$ cat config.mk
export PLATFORM = sky130hd
export DESIGN_NAME = jtag_ir_decoder_param
export DESIGN_NICKNAME = d
export VERILOG_FILES = /design/src/rtl/jtag_ir_decoder_param.sv
export SDC_FILE = /design/constraint.sdc
export NUM_CORES = 1
export LEC_CHECK = 0
export ABC_AREA = 1
export CORE_AREA = 2 2 48 50
export CTS_CLUSTER_DIAMETER = 30
export DETAILED_ROUTE_END_ITERATION = 8
export DIE_AREA = 0 0 50 52
export PLACE_DENSITY = 0.67
export REMOVE_ABC_BUFFERS = 1
export SKIP_CTS_REPAIR_TIMING = 1
export SLEW_MARGIN = 20
export SYNTH_ARGS = -nofsm -noshare
export SYNTH_HDL_FRONTEND = slang
export SYNTH_SLANG_ARGS = --single-unit
$ cat constraint.sdc
create_clock -name TCK -period 2.2 [get_ports TCK]
set_input_delay 0.44 -clock TCK [delete_from_list [all_inputs] [get_ports TCK]]
set_output_delay 0.44 -clock TCK [all_outputs]
set_load 0.05 [all_outputs]
$ cat src/rtl/jtag_ir_decoder_param.sv
// rtl/jtag_ir_decoder_param.sv - JTAG instruction register, decoder, clamp-hold FSM and TDO mux
module jtag_ir_decoder_param #(
  parameter int                  IR_WIDTH         = 4,
  parameter logic [IR_WIDTH-1:0] OP_EXTEST        = 'h0,
  parameter logic [IR_WIDTH-1:0] OP_SAMPLE        = 'h1,
  parameter logic [IR_WIDTH-1:0] OP_IDCODE        = 'h2,
  parameter logic [IR_WIDTH-1:0] OP_CLAMP         = 'h3,
  parameter logic [IR_WIDTH-1:0] OP_CLAMP_HOLD    = 'h4,
  parameter logic [IR_WIDTH-1:0] OP_CLAMP_RELEASE = 'h5,
  parameter logic [IR_WIDTH-1:0] OP_TMP_STATUS    = 'h6,
  parameter logic [IR_WIDTH-1:0] OP_AHB           = 'h7
) (
  input  logic                TCK,
  input  logic                TRST,
  input  logic                tlr_reset,
  input  logic                capture_ir,
  input  logic                shift_ir,
  input  logic                update_ir,
  input  logic                shift_dr,
  input  logic                tdi,
  input  logic                bsr_tdo,
  input  logic                id_tdo,
  input  logic                bypass_tdo,
  input  logic                tmp_tdo,
  input  logic                ahb_tdo,
  output logic                tdo_int,
  output logic [IR_WIDTH-1:0] instr,
  output logic                bsr_select,
  output logic                id_select,
  output logic                bypass_select,
  output logic                tmp_select,
  output logic                ahb_select,
  output logic                bsr_mode,
  output logic                clamp_hold_decode,
  output logic                clamp_release_decode,
  output logic                bypass_decode,
  output logic                clamp_held,
  output logic                unknown_instr
);

  localparam logic [IR_WIDTH-1:0] OP_BYPASS = '1;

  typedef enum logic {RELEASED = 1'b0, HELD = 1'b1} clamp_state_t;

  clamp_state_t        clamp_state;
  clamp_state_t        clamp_next;
  logic [IR_WIDTH-1:0] shift_q;
  logic [IR_WIDTH-1:0] capture_val;
  logic                dr_tdo;

  // Cast truncates the clamp bit away for 3-bit IRs and zero-fills wider ones.
  assign capture_val = IR_WIDTH'({clamp_held, unknown_instr, 2'b01});

  always_ff @(posedge TCK or negedge TRST) begin
    if (!TRST) begin
      shift_q <= '0;
      instr   <= OP_IDCODE;
    end else if (tlr_reset) begin
      instr   <= OP_IDCODE;
    end else if (update_ir) begin
      instr   <= shift_q;
    end else if (capture_ir) begin
      shift_q <= capture_val;
    end else if (shift_ir) begin
      shift_q <= {tdi, shift_q[IR_WIDTH-1:1]};
    end
  end

  always_ff @(posedge TCK or negedge TRST) begin
    if (!TRST) clamp_state <= RELEASED;
    else       clamp_state <= clamp_next;
  end

  // Test-Logic-Reset outranks update_ir, so a simultaneous update cannot move the clamp.
  always_comb begin
    clamp_next = clamp_state;
    if (!tlr_reset && update_ir) begin
      case (clamp_state)
        RELEASED: if (shift_q == OP_CLAMP_HOLD)    clamp_next = HELD;
        HELD:     if (shift_q == OP_CLAMP_RELEASE) clamp_next = RELEASED;
        default:  clamp_next = RELEASED;
      endcase
    end
  end

  always_comb begin
    clamp_held = (clamp_state == HELD);
  end

  always_comb begin
    bsr_select           = 1'b0;
    id_select            = 1'b0;
    bypass_select        = 1'b0;
    tmp_select           = 1'b0;
    ahb_select           = 1'b0;
    clamp_hold_decode    = 1'b0;
    clamp_release_decode = 1'b0;
    bypass_decode        = 1'b0;
    unknown_instr        = 1'b0;
    case (instr)
      OP_EXTEST, OP_SAMPLE, OP_CLAMP: bsr_select = 1'b1;
      OP_IDCODE:     id_select  = 1'b1;
      OP_TMP_STATUS: tmp_select = 1'b1;
      OP_AHB:        ahb_select = 1'b1;
      OP_CLAMP_HOLD: begin
        bypass_select     = 1'b1;
        clamp_hold_decode = 1'b1;
      end
      OP_CLAMP_RELEASE: begin
        bypass_select        = 1'b1;
        clamp_release_decode = 1'b1;
      end
      OP_BYPASS: begin
        bypass_select = 1'b1;
        bypass_decode = 1'b1;
      end
      default: begin
        bypass_select = 1'b1;
        unknown_instr = 1'b1;
      end
    endcase
  end

  assign bsr_mode = (instr == OP_EXTEST) | (instr == OP_CLAMP) | clamp_held;

  // Selects are one-hot, so an AND-OR mux suffices.
  assign dr_tdo = (bsr_select & bsr_tdo) | (id_select & id_tdo) |
                  (bypass_select & bypass_tdo) | (tmp_select & tmp_tdo) |
                  (ahb_select & ahb_tdo);

  assign tdo_int = shift_ir ? shift_q[0] : (shift_dr ? dr_tdo : 1'b0);

endmodule

; ---- Word-level counts from Yosys, hierarchy flattened
; Index checks and enable logic that the tools add are counted.
[word_totals]
regBits = 9
latch_bits = 0
ram_bits = 0
mem_bits_ro = 0
output_inout_bits = 16
n_memories = 0
[op_classes]
n_addsub = 0
mul = 0
div_mod_pow = 0
order_cmp = 0
eq_ne = 10
shifts = 0
muxes = 18
n_bitwise = 14
n_reduce_logical = 9
[ops]
columns = operator, n
row1 = $eq 4x3->1 const B, 6
row2 = $mux 4, 4
row3 = $mux 1, 13
row4 = $reduce_or 9->1, 1
row5 = $eq 4x2->1 const B, 2
row6 = $or 1x1->1, 6
row7 = $reduce_or 6->1, 1
row8 = $and 1x1->1, 5
row9 = $eq 4x1->1 const B, 1
row10 = $eq 4x4->1 const B, 1
row11 = $logic_not 4->1, 1
row12 = $reduce_bool 2->1, 2
row13 = $not 1->1, 3
row14 = $reduce_and 3->1, 1
row15 = $reduce_or 3->1, 1
row16 = $pmux 1 s2, 1
row17 = $logic_and 1x1->1, 1
row18 = $logic_not 1->1, 1

; ---- Longest topological paths before layout
; Gate-level depths: netlist of run 1.
[depth]
depth_word = 10
mapped_depth = 8
depth_no_buf = 8

; ---- Worst setup path after synthesis of run 1
; No wires, ideal clock.
[synth_path]
path_type = register to output
startpoint = reg instr[1]
endpoint = out bypass_decode
t_arrival_ns = 1.955
required_ns = 1.760
path_slack_ns = -0.195
stages_incl_launch_ff = 3
n_path_buf = 0
path_cell_list = dfstp_2 > nand2_2 > nor3_1
[synth_between]
elab_chain_cells = 2
[synth_lines]
columns = item, line
row1 = "start, declared", 27  ; output logic [IR_WIDTH-1:0] instr,
row2 = "start signal, assigned", 61  ; instr <= shift_q;
row3 = $eq 4x4->1, 100  ; case (instr)
row4 = $mux 1, 100
row5 = "end, declared", 36  ; output logic bypass_decode,
; Every way passes these cells.

; ---- Final worst setup path of run 1
[layout_path]
startpoint = reg instr[1]
endpoint = out instr[1]
; No word-level cell between the ends.

==> flow_summary.ini, run 1 <==
[worst_setup_path]
crit_chain = clkdlybuf4s50_1
crit_family = buffers and inverters
crit_required_ns = 1.76
critical_path_cell_count = 1
max_stage_delay_ns = 0.83
cp-start-kind = register
reg2reg_slack_ns = 0.97
rr_endpoint = shift_q[2]$_DFFE_PN0P_
worst-endpoint-arrival_ns = 1.72
crit_buf_inv = 1
rr_worst_depth = 5
crit_slowest_cell = clkdlybuf4s50_1
crit-reg2reg-launch = instr[1]$_DFFE_PN1N_
crit_type = register to primary output
setup.worst_path.end_class = primary output
crit_fanout = 8

[place]
place_ws_ns = 0.322
dp_hpwl_um = 1280
io_buffers = 28
gp_congestion = 0.813

[yosys]
async_flop_share_pct = 100
synth-edff-count = 0
synth_cells = 76
synth_common_cells = nand2_1, inv_1, dfrtp_1, nand3_1, nor2_1
ys_seq_elements = 9
synthTopCellsByArea = dfrtp_1, nand2_1, nand3_1
synth.avg_cell_area_um2 = 7.28
ys_warn_count = 0
synth_top_area_share_pct = 36.2
synth_top_cell_by_area = dfrtp_1
synthFlopType = dfrtp_1
yosysSeqAreaShare_pct = 41.0
netlist_area_um2 = 553
yosysUniqueCellTypes = 18
yosysMostFrequentCell = nand2_1

[pwr]
pwr-share-clk_pct = 17.3
vdd_drop_max_mv = 0.331
power_frac_seq_pct = 29.7
p_sw_share_pct = 45.4
p_int_mw = 0.413
power_frac_comb_pct = 53.0
power.density_nw_per_um2 = 836
leakage_nw = 0.429
power.switching_mw = 0.343

[detailed_routing]
drc = 0
ant_nets = 0
via_count = 629
wl_um = 1550
routed_via_density = 4.63
first_pass_iters = 4
routedWlPerCell_um = 11.4
drt_iter0_drc = 5

[die]
core-area_um2 = 2110
dieArea_um2 = 2600
io_pins = 29
placementRows = 17
initial_core_util_pct = 26.3
die_w_um = 50
die_y_um = 52

[status]
run_status = complete, no violations

[clocking]
h-tree-depth = 1
cts_tree = yes
clock_sinks = 9
clk_latency_ns = 0.27
cts.clk_slew.worst_paths_ns = 0.06
cts-root-buf = clkbuf_4
numCtsBuffers = 3
clock_path_buffers = 2

[timing]
setup_slack_ns = 0.0402
slew_headroom_pct = 66.6
setup_viol = 0
fin_crit_sh_pct = 98.2
worst_pin_slew_ns = 0.500
finalHoldViolations = 0
fin_skew_ns = 0.00298
grt_setup_unrepaired = no
period_minus_slack_ns = 2.16
max_freq_mhz = 463
fin_worst_hold_slack_ns = 0.463
slew_violations = 0

[global_route]
grt_pass1_wl_um = 2620
antenna_found_initial = 0
grt_max_degree = 10
grtUsageTotal_pct = 13.1
gr-total-overflow = 0
grt_pass1_vias = 596

[flow_run]
maxCapViolations = 0

[final_layout]
syn2layout_area_growth_pct = 63.6
nets = 122
n_fill_cell = 227
layout-drive-gt1-share_pct = 25.0
antennaDiodeCount = 0

[hold_path]
min_path_type = input port to asynchronous set/reset pin
## cell usage in the layout, fill, tap and decap left out, drive strengths merged
| cell type | synthesis | final |
|---|---|---|
| o21ai | 8 | 8 |
| nor3 | 3 | 3 |
| dfstp | 1 | 1 |
| dfrtp | 8 | 8 |
| clkdlybuf4s50 | 0 | 17 |
| inv | 16 | 16 |
| a21oi | 1 | 1 |
| nand2 | 13 | 13 |
| o22ai | 4 | 4 |
| buf | 0 | 11 |
| o21bai | 1 | 1 |
| nand3 | 8 | 8 |
| o211ai | 2 | 2 |
| a31oi | 1 | 1 |
| clkbuf | 0 | 4 |
| nor2 | 10 | 10 |
## logic make-up after synthesis
logic type	Yosys count	share of synthesized area, %
compound gates	17	19.9
buf+inv	16	10.9
flops	9	41.0
simple gates	34	28.3
## metrics by stage
step | utilization [%] | power [mW] | instance area, µm² | std cells | TNS [ns]
2_1_floorplan | - | 0.469 | 553 | 76 | -0.667
3_3_place_gp | 41.7 | 0.625 | 878 | 132 | 0
3_5_place_dp | 41.7 | 0.630 | 878 | 132 | 0
4_1_cts | 43.0 | 0.759 | 905 | 136 | 0
5_1_grt | 43.0 | 0.797 | 905 | 136 | 0
6_report | 43.0 | 0.756 | 905 | 136 | 0
## how the worst max path moves through the flow
stage / start / end / slack, ns
5_1_grt: instr[1]$_DFFE_PN1N_ / instr[1] / 0.01
6_report: instr[1]$_DFFE_PN1N_ / instr[1] / 0.04
3_5_place_dp: shift_ir / tdo_int / 0.32
3_3_place_gp: shift_ir / tdo_int / 0.33
2_1_floorplan: instr[1]$_DFFE_PN1N_ / bypass_decode / -0.19
4_1_cts: instr[1]$_DFFE_PN1N_ / instr[1] / 0.04
## power by group through the flow
stage	clock network (mW)	registers, mW	logic, mW
finish	0.131	0.224	0.400
floorplan	0	0.280	0.189
global route	0.140	0.228	0.429
detailed placement	0	0.227	0.403
global placement	0	0.225	0.401
CTS	0.131	0.224	0.403
## flip-flops by register name, indices dropped and copies added, names as in the netlist
name	cells
clamp_held	1
instr	4
shift_q	4
## final cells by class
type	count	area, µm²	share of cell area, %
Tap cell	28	35.0	3.87
Multi-Input combinational cell	51	267	29.5
Timing Repair Buffer	28	290	32.1
Clock buffer	4	26.3	2.90
Sequential cell	9	226	25.0
Inverter	16	60.1	6.64
## routing by layer
layer  GRT usage, %  part of all wire, %  vias up
met5              0                    0        -
met4           6.94                  1.8        0
met3           2.59                  8.4        3
met2           21.7                   45       34
met1           16.0                   45      278
li1               -                    -      314
(Power assumes the default switching activity.)
==> inputs of run 2 (changes only) <==
--- a/config.mk
+++ b/config.mk
@@ -6,11 +6,13 @@
 export NUM_CORES = 1
 export LEC_CHECK = 0
 export ABC_AREA = 1
-export CORE_AREA = 2 2 48 50
+export CELL_PAD_IN_SITES_DETAIL_PLACEMENT = 1
+export CELL_PAD_IN_SITES_GLOBAL_PLACEMENT = 2
+export CORE_AREA = 2 2 43 75
 export CTS_CLUSTER_DIAMETER = 30
 export DETAILED_ROUTE_END_ITERATION = 8
-export DIE_AREA = 0 0 50 52
-export PLACE_DENSITY = 0.67
+export DIE_AREA = 0 0 45 77
+export PLACE_DENSITY = 0.86
 export REMOVE_ABC_BUFFERS = 1
 export SKIP_CTS_REPAIR_TIMING = 1
 export SLEW_MARGIN = 20
==> run 2 against run 1 <==
Power increased by 11%; global-route usage decreased by 1.4 points; clock power increased by 53%; flip-flop and latch count unchanged; first-iteration DRC count increased to 3.4 times the previous value; final cell count unchanged; fmax increased by 8.1%; setup slack improved by 0.16 ns; non-clock buffer count unchanged; combinational power increased by 4%; die area increased by 33%; critical path type unchanged; critical endpoint is now tdo_int.
==> flow_summary.ini, run 2 (synthesis gave the netlist of run 1 again) <==
[detailed_routing]
routedWlPerCell_um = 13.1
ant_nets = 0
drt_iter0_drc = 17
routed_via_density = 4.64
first_pass_iters = 2
drc = 0
wl_um = 1790
via_count = 631

[final_layout]
final_common_cell = clkdlybuf4s50_1
antennaDiodeCount = 0
layout-drive-gt1-share_pct = 25.9
nets = 122
syn2layout_area_growth_pct = 68.8
n_fill_cell = 356
layout_common_cells = clkdlybuf4s50_1, nand2_1, inv_1

[worst_setup_path]
setup.worst_path.end_class = primary output
crit_chain = inv_2 > nor2_2 > nand3_1 > nand3_1 > o21bai_1 > nand2_1 > buf_12
crit_type = register to primary output
cp-start-kind = register
cp-startpoint = instr[1]$_DFFE_PN1N_
crit_slowest_cell = dfstp_2
crit_buf_inv = 2
crit_family = flip-flops
max_stage_delay_ns = 0.62
cpMostUsedCell = nand3_1
critical_path_cell_count = 7
worst-endpoint-arrival_ns = 1.56
rr_endpoint = shift_q[2]$_DFFE_PN0P_
reg2reg_slack_ns = 0.94
cp-endpoint = tdo_int
crit_fanout = 8
rr_worst_depth = 5
crit-reg2reg-launch = instr[1]$_DFFE_PN1N_
crit_required_ns = 1.76

[global_route]
grt_max_degree = 10
grt_pass1_vias = 664
grtUsageTotal_pct = 11.7
gr-total-overflow = 0
grt_pass1_wl_um = 2970
antenna_found_initial = 0

[die]
die_y_um = 77
dieArea_um2 = 3470
placementRows = 26
die_w_um = 45
initial_core_util_pct = 19.3
io_pins = 29
core-area_um2 = 2860

[pwr]
finalPower_mw = 0.842
power.density_nw_per_um2 = 902
leakage_nw = 0.441
vdd_drop_max_mv = 0.475

[timing]
grt_setup_unrepaired = no
fin_worst_hold_slack_ns = 0.501
worst_pin_slew_ns = 0.496
max_freq_mhz = 501
period_minus_slack_ns = 2.00
fin_crit_sh_pct = 90.8
setup_viol = 0
slew_violations = 0
slew_headroom_pct = 66.9
fin_skew_ns = 0.00122
finalHoldViolations = 0

[clocking]
clock_sinks = 9
cts_tree = yes
cts.clk_slew.worst_paths_ns = 0.05
numCtsBuffers = 3
clk_latency_ns = 0.24
clock_path_buffers = 2
cts-root-buf = clkbuf_8
h-tree-depth = 1

[flow_run]
maxCapViolations = 0

[place]
gp_congestion = 0.771
dp_hpwl_um = 1470
io_buffers = 28

[status]
run_status = complete, no violations

[hold_path]
min_path_type = input port to asynchronous set/reset pin
==> run 2: cell count changes in the layout (fill, tap and decap cells not counted) <==
cell / change
clkbuf_8: +3
buf_12: +1
clkbuf_4: -3
clkdlybuf4s50_1: -1
==> run 2: per-stage QoR <==
stage	TNS, ns	worst slack [ns]	cell area [µm²]	cells	utilization (%)
global placement	0	0.352	888	132	31.0
floorplan	-0.667	-0.195	553	76	-
global route	0	0.106	933	136	32.6
finish	0	0.202	933	136	32.6
detailed placement	0	0.318	888	132	31.0
CTS	0	0.180	933	136	32.6
==> run 2: worst min-delay path by stage <==
stage                                 from                endpoint  slack, ns  cells past startpoint
CTS                                   TRST    instr[3]$_DFFE_PN0N_       0.51                      1
floorplan                             TRST  clamp_held$_DFFE_PN0P_       0.14                      0
global placement    shift_q[2]$_DFFE_PN0P_  shift_q[1]$_DFFE_PN0P_       0.52                      2
detailed placement  shift_q[2]$_DFFE_PN0P_  shift_q[1]$_DFFE_PN0P_       0.55                      2
global route                          TRST  shift_q[3]$_DFFE_PN0P_       0.54                      1
finish                                TRST  shift_q[3]$_DFFE_PN0P_       0.50                      1
==> run 2: power by group <==
part / internal [mW] / switching (mW)
logic: 0.154 / 0.263
registers: 0.198 / 0.0275
clock network: 0.127 / 0.0728
total: 0.479 / 0.363
==> run 2: layout make-up <==
type	instances	area [µm²]	area share, %
Multi-Input combinational cell	51	267	28.6
Clock buffer	4	45.0	4.83
Inverter	16	60.1	6.43
Sequential cell	9	226	24.3
Tap cell	28	35.0	3.75
Timing Repair Buffer	28	300	32.2
==> run 2: worst register-to-register path, stage by stage, from the launching register on <==
cell	delay (ns)
dfstp_2	0.62
nand2_2	0.13
o21ai_1	0.14
inv_1	0.08
nor2_1	0.10
o22ai_1	0.08
==> run 2: metal layers <==
metal	share of wire, %	global-route usage (%)	vias to the layer above	wire, µm
met5	0	0	-	0
met3	5.8	2.82	4	103
li1	-	-	312	-
met1	37	11.3	295	652
met2	56	21.6	20	995
met4	2.0	5.29	0	35
==> inputs of run 3 (changes only) <==
--- a/config.mk
+++ b/config.mk
@@ -6,6 +6,7 @@
 export NUM_CORES = 1
 export LEC_CHECK = 0
 export ABC_AREA = 1
+export ABC_CLOCK_PERIOD_IN_PS = 2200
 export CELL_PAD_IN_SITES_DETAIL_PLACEMENT = 1
 export CELL_PAD_IN_SITES_GLOBAL_PLACEMENT = 2
 export CORE_AREA = 2 2 43 75
==> results of run 3 <==
The final DEF is identical to that of run 2; final timing and power are the same.
==> patch 1: new RTL, config.mk and constraints of run 1 <==
Register the outputs `tdo_int` and `bsr_mode`, with the module's reset; this adds one clock of latency there. The other outputs are not delayed to match.
--- a/src/rtl/jtag_ir_decoder_param.sv
+++ b/src/rtl/jtag_ir_decoder_param.sv
@@ -121,14 +121,21 @@
     endcase
   end
 
-  assign bsr_mode = (instr == OP_EXTEST) | (instr == OP_CLAMP) | clamp_held;
+  always_ff @(posedge TCK or negedge TRST) begin
+    if (!TRST) begin
+      tdo_int  <= '0;
+      bsr_mode <= '0;
+    end else begin
+      tdo_int  <= shift_ir ? shift_q[0] : (shift_dr ? dr_tdo : 1'b0);
+      bsr_mode <= (instr == OP_EXTEST) | (instr == OP_CLAMP) | clamp_held;
+    end
+  end
 
   // Selects are one-hot, so an AND-OR mux suffices.
   assign dr_tdo = (bsr_select & bsr_tdo) | (id_select & id_tdo) |
                   (bypass_select & bypass_tdo) | (tmp_select & tmp_tdo) |
                   (ahb_select & ahb_tdo);
 
-  assign tdo_int = shift_ir ? shift_q[0] : (shift_dr ? dr_tdo : 1'b0);
 
 endmodule
 
Behaviour: not the same (a bounded check fails within 4 cycles, from zero or initial values and one cycle with TRST low).
==> patch 1 against run 1 <==
Wire length shrank 5.5%. Clock power up 8%. Worst setup slack gained 0.077 ns. Worst hold slack improved by 0.013 ns. Design area up 2.4%. Sequential share of layout area grew 4.8 points. Die area stayed put. Final cell count rose by 3.7%. Synthesized area up 8.8%. Total power is 0.21% lower. Sequential cell count rose by 2. Combinational power shrank 14%. Highest routed layer unchanged.
==> patch 1: results (changes against run 1) <==
The run gives 45.9% (was 41.0%) as the sequential element share of the synthesized area. The maximum number of pins on one net before global-route repair is 12 (was 10). Most common library cells after synthesis: sky130_fd_sc_hd__nand2_1, sky130_fd_sc_hd__inv_1, sky130_fd_sc_hd__dfrtp_1, sky130_fd_sc_hd__nor2_1, sky130_fd_sc_hd__nand3_1 (was sky130_fd_sc_hd__nand2_1, sky130_fd_sc_hd__inv_1, sky130_fd_sc_hd__dfrtp_1, sky130_fd_sc_hd__nand3_1, sky130_fd_sc_hd__nor2_1). The tools report the global-route total usage across every layer as 13.3% (was 13.1%). The worst hold slack after final layout was 0.475 ns (was 0.463 ns). The tools report the startpoint of the worst register-to-register path as instr[1] (unchanged). The worst hold path begins at shift_q[0]. The async set-or-reset flop fraction in the synthesized netlist came out at 100% (unchanged).

The tools report the number of nets in the layout as 127 (was 122). The number of antenna violations at the first check in global routing came out at 0 (unchanged). The run finished with clean final reports.

The number of global-route vias before repair is 623 (was 596), and the actual slew at the worst max-slew pin is 0.505 ns (was 0.500 ns). The global-route wire length before repair was 2550 µm (was 2620 µm). The run gives 4 (unchanged) as the first-pass iteration count of the detailed router.

The run gives 20 (was 18) as the number of distinct library cells after synthesis. The average wire per cell in the routed design came out at 10.4 µm (was 11.4 µm). Fill cell instance count of the final layout: 218 (was 227).

Main area contributors after synthesis: sky130_fd_sc_hd__dfrtp_1, sky130_fd_sc_hd__nand2_1, sky130_fd_sc_hd__inv_1 (was sky130_fd_sc_hd__dfrtp_1, sky130_fd_sc_hd__nand2_1, sky130_fd_sc_hd__nand3_1). The area of the multi-input gates was 254 µm² (was 267 µm²); the register-to-register setup slack was 1.01 ns (was 0.97 ns). The depth of the worst register-to-register path was 7 (was 5); the count of synthesis-stage warnings from yosys was 0 (unchanged).

The total placed instance area came out at 897 µm² (was 878 µm²). The fraction of layout cells with a size suffix above 1 works out to 19.5% (was 25.0%). The static power due to leakage came out at 0.469 nW (was 0.429 nW). The DRC violation total after the first TritonRoute iteration is 9 (was 5). For the maximum clock skew at final layout, the log shows 0.00503 ns (was 0.00298 ns). The worst min-delay path category is reg -> reg (was in -> async). The count of buffers from port buffering came out at 28 (unchanged). The placer congestion estimate was 0.748 (was 0.813). The tools report the endpoint of the lowest-slack register-to-register path as tdo_int (was shift_q[2]). The run gives 3 (unchanged) as the number of clock buffers inserted by TritonCTS.

Critical path's top delay family: buffers and inverters (unchanged). The half-perimeter wire length after placement was 1230 µm (was 1280 µm). The maximum net fanout on the critical path was 4 (was 8); the total number of H-tree levels was 1 (unchanged).

The tools report the worst endpoint data arrival time as 1.64 ns (was 1.72 ns). Worst stage delay on the critical path: 0.80 ns (was 0.83 ns). The detail-routed via count per cell came out at 4.28 (was 4.63). The tools report the largest vdd supply drop as 0.346 mV (was 0.331 mV).
## patch 1: kinds of logic after synthesis
family,count (synthesis),share of synthesized area (%)
simple gates,37,27.9
buf+inv,19,11.8
compound gates,14,14.3
flops,11,45.9
## patch 1: metrics by stage
stage | setup slack, ns | cells
floorplan | -0.113 | 81
global placement | 0.351 | 137
detailed placement | 0.327 | 137
CTS | 0.0172 | 141
global route | 0.0922 | 141
finish | 0.118 | 141
## patch 1: worst max-delay path by stage
stage	slack, ns	to	startpoint	cells after the start
final	0.12	instr[1]	instr[1]	1
after global routing	0.09	instr[1]	instr[1]	1
after CTS	0.02	bypass_select	instr[1]	4
after detailed placement	0.33	bypass_select	instr[1]	4
after global placement	0.35	bypass_select	instr[1]	4
after floorplan	-0.11	clamp_hold_decode	instr[2]	2
## patch 1: final cells by class
cell class / instances / area share, %
well taps: 28 / 3.78
multi-input cells: 51 / 27.4
repair buffers: 28 / 28.4
flip-flops and latches: 11 / 29.9
inverters: 19 / 7.70
clock buffers: 4 / 2.84
## patch 1: where the power goes
part / internal [mW] / switching (mW) / total [mW]
registers: 0.242 / 0.0245 / 0.266
logic: 0.114 / 0.232 / 0.346
clock network: 0.0703 / 0.0715 / 0.142
## patch 1: per-layer routing
metal  vias to the layer above  GRT usage, %  part of all wire, %  routed length (µm)
met5                         -             0                    0                   0
met4                         0          8.33                  2.2                  32
met3                         3          3.16                  7.3                 107
met2                        25          23.7                   48                 710
met1                       260          14.0                   42                 618
li1                        316             -                    -                   -
==> patch 2: new RTL, flow settings as in run 1 <==
Without the edit above. Set the parameter `IR_WIDTH` to 3 (it was 4).
--- a/src/rtl/jtag_ir_decoder_param.sv
+++ b/src/rtl/jtag_ir_decoder_param.sv
@@ -1,6 +1,6 @@
 // rtl/jtag_ir_decoder_param.sv - JTAG instruction register, decoder, clamp-hold FSM and TDO mux
 module jtag_ir_decoder_param #(
-  parameter int                  IR_WIDTH         = 4,
+  parameter int                  IR_WIDTH         = 3,
   parameter logic [IR_WIDTH-1:0] OP_EXTEST        = 'h0,
   parameter logic [IR_WIDTH-1:0] OP_SAMPLE        = 'h1,
   parameter logic [IR_WIDTH-1:0] OP_IDCODE        = 'h2,
Interface: changed (resized instr); port bits go from 29 to 28. The function was not compared with the original's and may differ.
==> patch 2 against run 1 <==
Clock skew is 0.00088 ns higher. Sequential cell count is 2 lower. Wire length is 33% lower. Sequential power is 25% lower. Critical path depth is 5 higher. Worst setup slack better by 0.19 ns. Critical path type unchanged. Non-clock buffer count is 3 lower. Synthesized area is 18% lower. Total power is 25% lower. First-iteration DRC count is 80% lower. Utilization is 7.5 points lower. Global-route usage is 4.1 points lower. Count of clock-buffer cells in the layout stayed put. Design area is 18% lower.
==> patch 2: results (changes against run 1) <==
Global-route total usage across every layer: 9.02% (was 13.1%). The tools report the static power due to leakage as 0.351 nW (was 0.429 nW). The run finished with clean final reports.

The cell count after synthesis is 62 (was 76). The fraction of layout cells with a size suffix above 1 came out at 20.2% (was 25.0%). The run gives 39.0% (was 41.0%) as the sequential element share of the synthesized area. The maximum number of pins on one net before global-route repair was 10 (unchanged); the number of buffers on the longest clock path was 2 (unchanged). The critical path's top delay family was flip-flops (was buffers and inverters).

The dominant combinational cell family by area after synthesis was simple AND/OR/NAND/NOR gates (unchanged). The clock slew seen by the registers of the worst setup and hold paths is 0.05 ns. The xor and xnor area share after synthesis is 0% (unchanged), and the placer congestion estimate is 0.705 (was 0.813). The worst setup slack before clock tree synthesis is 0.322 ns (about the same), and the worst endpoint data arrival time is 1.53 ns (was 1.72 ns). The source-to-sink clock delay at the later pin of the worst-skew pair is 0.25 ns (was 0.27 ns), and the largest vdd supply drop is 0.253 mV (was 0.331 mV).

Most common library cells after synthesis: sky130_fd_sc_hd__inv_1, sky130_fd_sc_hd__nand2_1, sky130_fd_sc_hd__nor2_1, sky130_fd_sc_hd__dfrtp_1 (was sky130_fd_sc_hd__nand2_1, sky130_fd_sc_hd__inv_1, sky130_fd_sc_hd__dfrtp_1, sky130_fd_sc_hd__nand3_1, sky130_fd_sc_hd__nor2_1). The tools report the fill cell instance count of the final layout as 229 (was 227). Main area contributors after synthesis: sky130_fd_sc_hd__dfrtp_1, sky130_fd_sc_hd__inv_1, sky130_fd_sc_hd__nand2_1 (was sky130_fd_sc_hd__dfrtp_1, sky130_fd_sc_hd__nand2_1, sky130_fd_sc_hd__nand3_1). The cell with the largest stage delay on the worst path was sky130_fd_sc_hd__dfstp_2 (was sky130_fd_sc_hd__clkdlybuf4s50_1). For the cell count after placement, the log shows 113 (was 132).

The worst stage delay on the critical path came out at 0.64 ns (was 0.83 ns). The DRC violation total after the first TritonRoute iteration was 1 (was 5). The average wire per cell in the routed design was 8.86 µm (was 11.4 µm); the global-route wire length before repair was 1750 µm (was 2620 µm). Total vias in the final route: 466 (was 629). The power density over the cells works out to 765 nW/µm² (was 836 nW/µm²). The count of buffers from port buffering was 25 (was 28); the number of nets in the layout was 103 (was 122). Number of standard cells in the layout, taps in and fillers out: 117 (was 136). The worst min-delay path category was in -> async (unchanged). Async set-or-reset flop fraction in the synthesized netlist: 100% (unchanged). The half-perimeter wire length after placement was 845 µm (was 1280 µm); the count of synthesis-stage warnings from yosys was 0 (unchanged). The total placed instance area was 719 µm² (was 878 µm²). The number of global-route vias before repair is 403 (was 596). Maximum clock skew at final layout: 0.00386 ns (was 0.00298 ns). The synthesized-area fraction occupied by adder cells was 0% (unchanged).

The maximum net fanout on the critical path is 9 (was 8), and the compound-cell area share of the yosys netlist is 15.7% (was 19.9%).
[patch 2: final timing paths]
check	slack (ns)	from	to	depth (start not counted)
setup reg to reg	1.27	instr[1]	instr[1]	2
setup / recovery	0.23	instr[1]	tdo_int	6
max in group asynchronous	1.47	TRST	instr[1]	1
min in group TCK	0.51	shift_q[1]	shift_q[0]	2
hold / removal	0.44	TRST	instr[2]	1
hold reg to reg	0.51	shift_q[1]	shift_q[0]	2
[patch 2: metal layers]
layer / vias to the layer above / global-route usage, % / routed length (µm)
met2: 28 / 13.8 / 472
met3: 2 / 3.74 / 123
li1: 245 / - / -
met5: - / 0 / 0
met4: 0 / 5.56 / 12
met1: 191 / 10.4 / 429
[patch 2: logic make-up after synthesis]
group,after synthesis
other,1
AOI/OAI and AO/OA,11
and+or+nand+nor,27
DFF,7
buffers and inverters,16
[patch 2: report_power, final]
| group | switching [mW] | internal, mW |
|---|---|---|
| Combinational | 0.180 | 0.106 |
| Clock | 0.0471 | 0.0692 |
| Sequential | 0.0173 | 0.151 |
[patch 2: cell type report]
class | instances | share of cell area [%]
clock buffers | 4 | 3.52
flip-flops and latches | 7 | 23.7
repair buffers | 25 | 33.6
well taps | 28 | 4.70
inverters | 13 | 6.54
multi-input cells | 40 | 28.0
[patch 2: worst reg2reg max path, delay by kind of cell (launching register included)]
family / cells / cell delay, ns
compound gates: 1 / 0.14
simple gates: 1 / 0.08
flops: 1 / 0.64
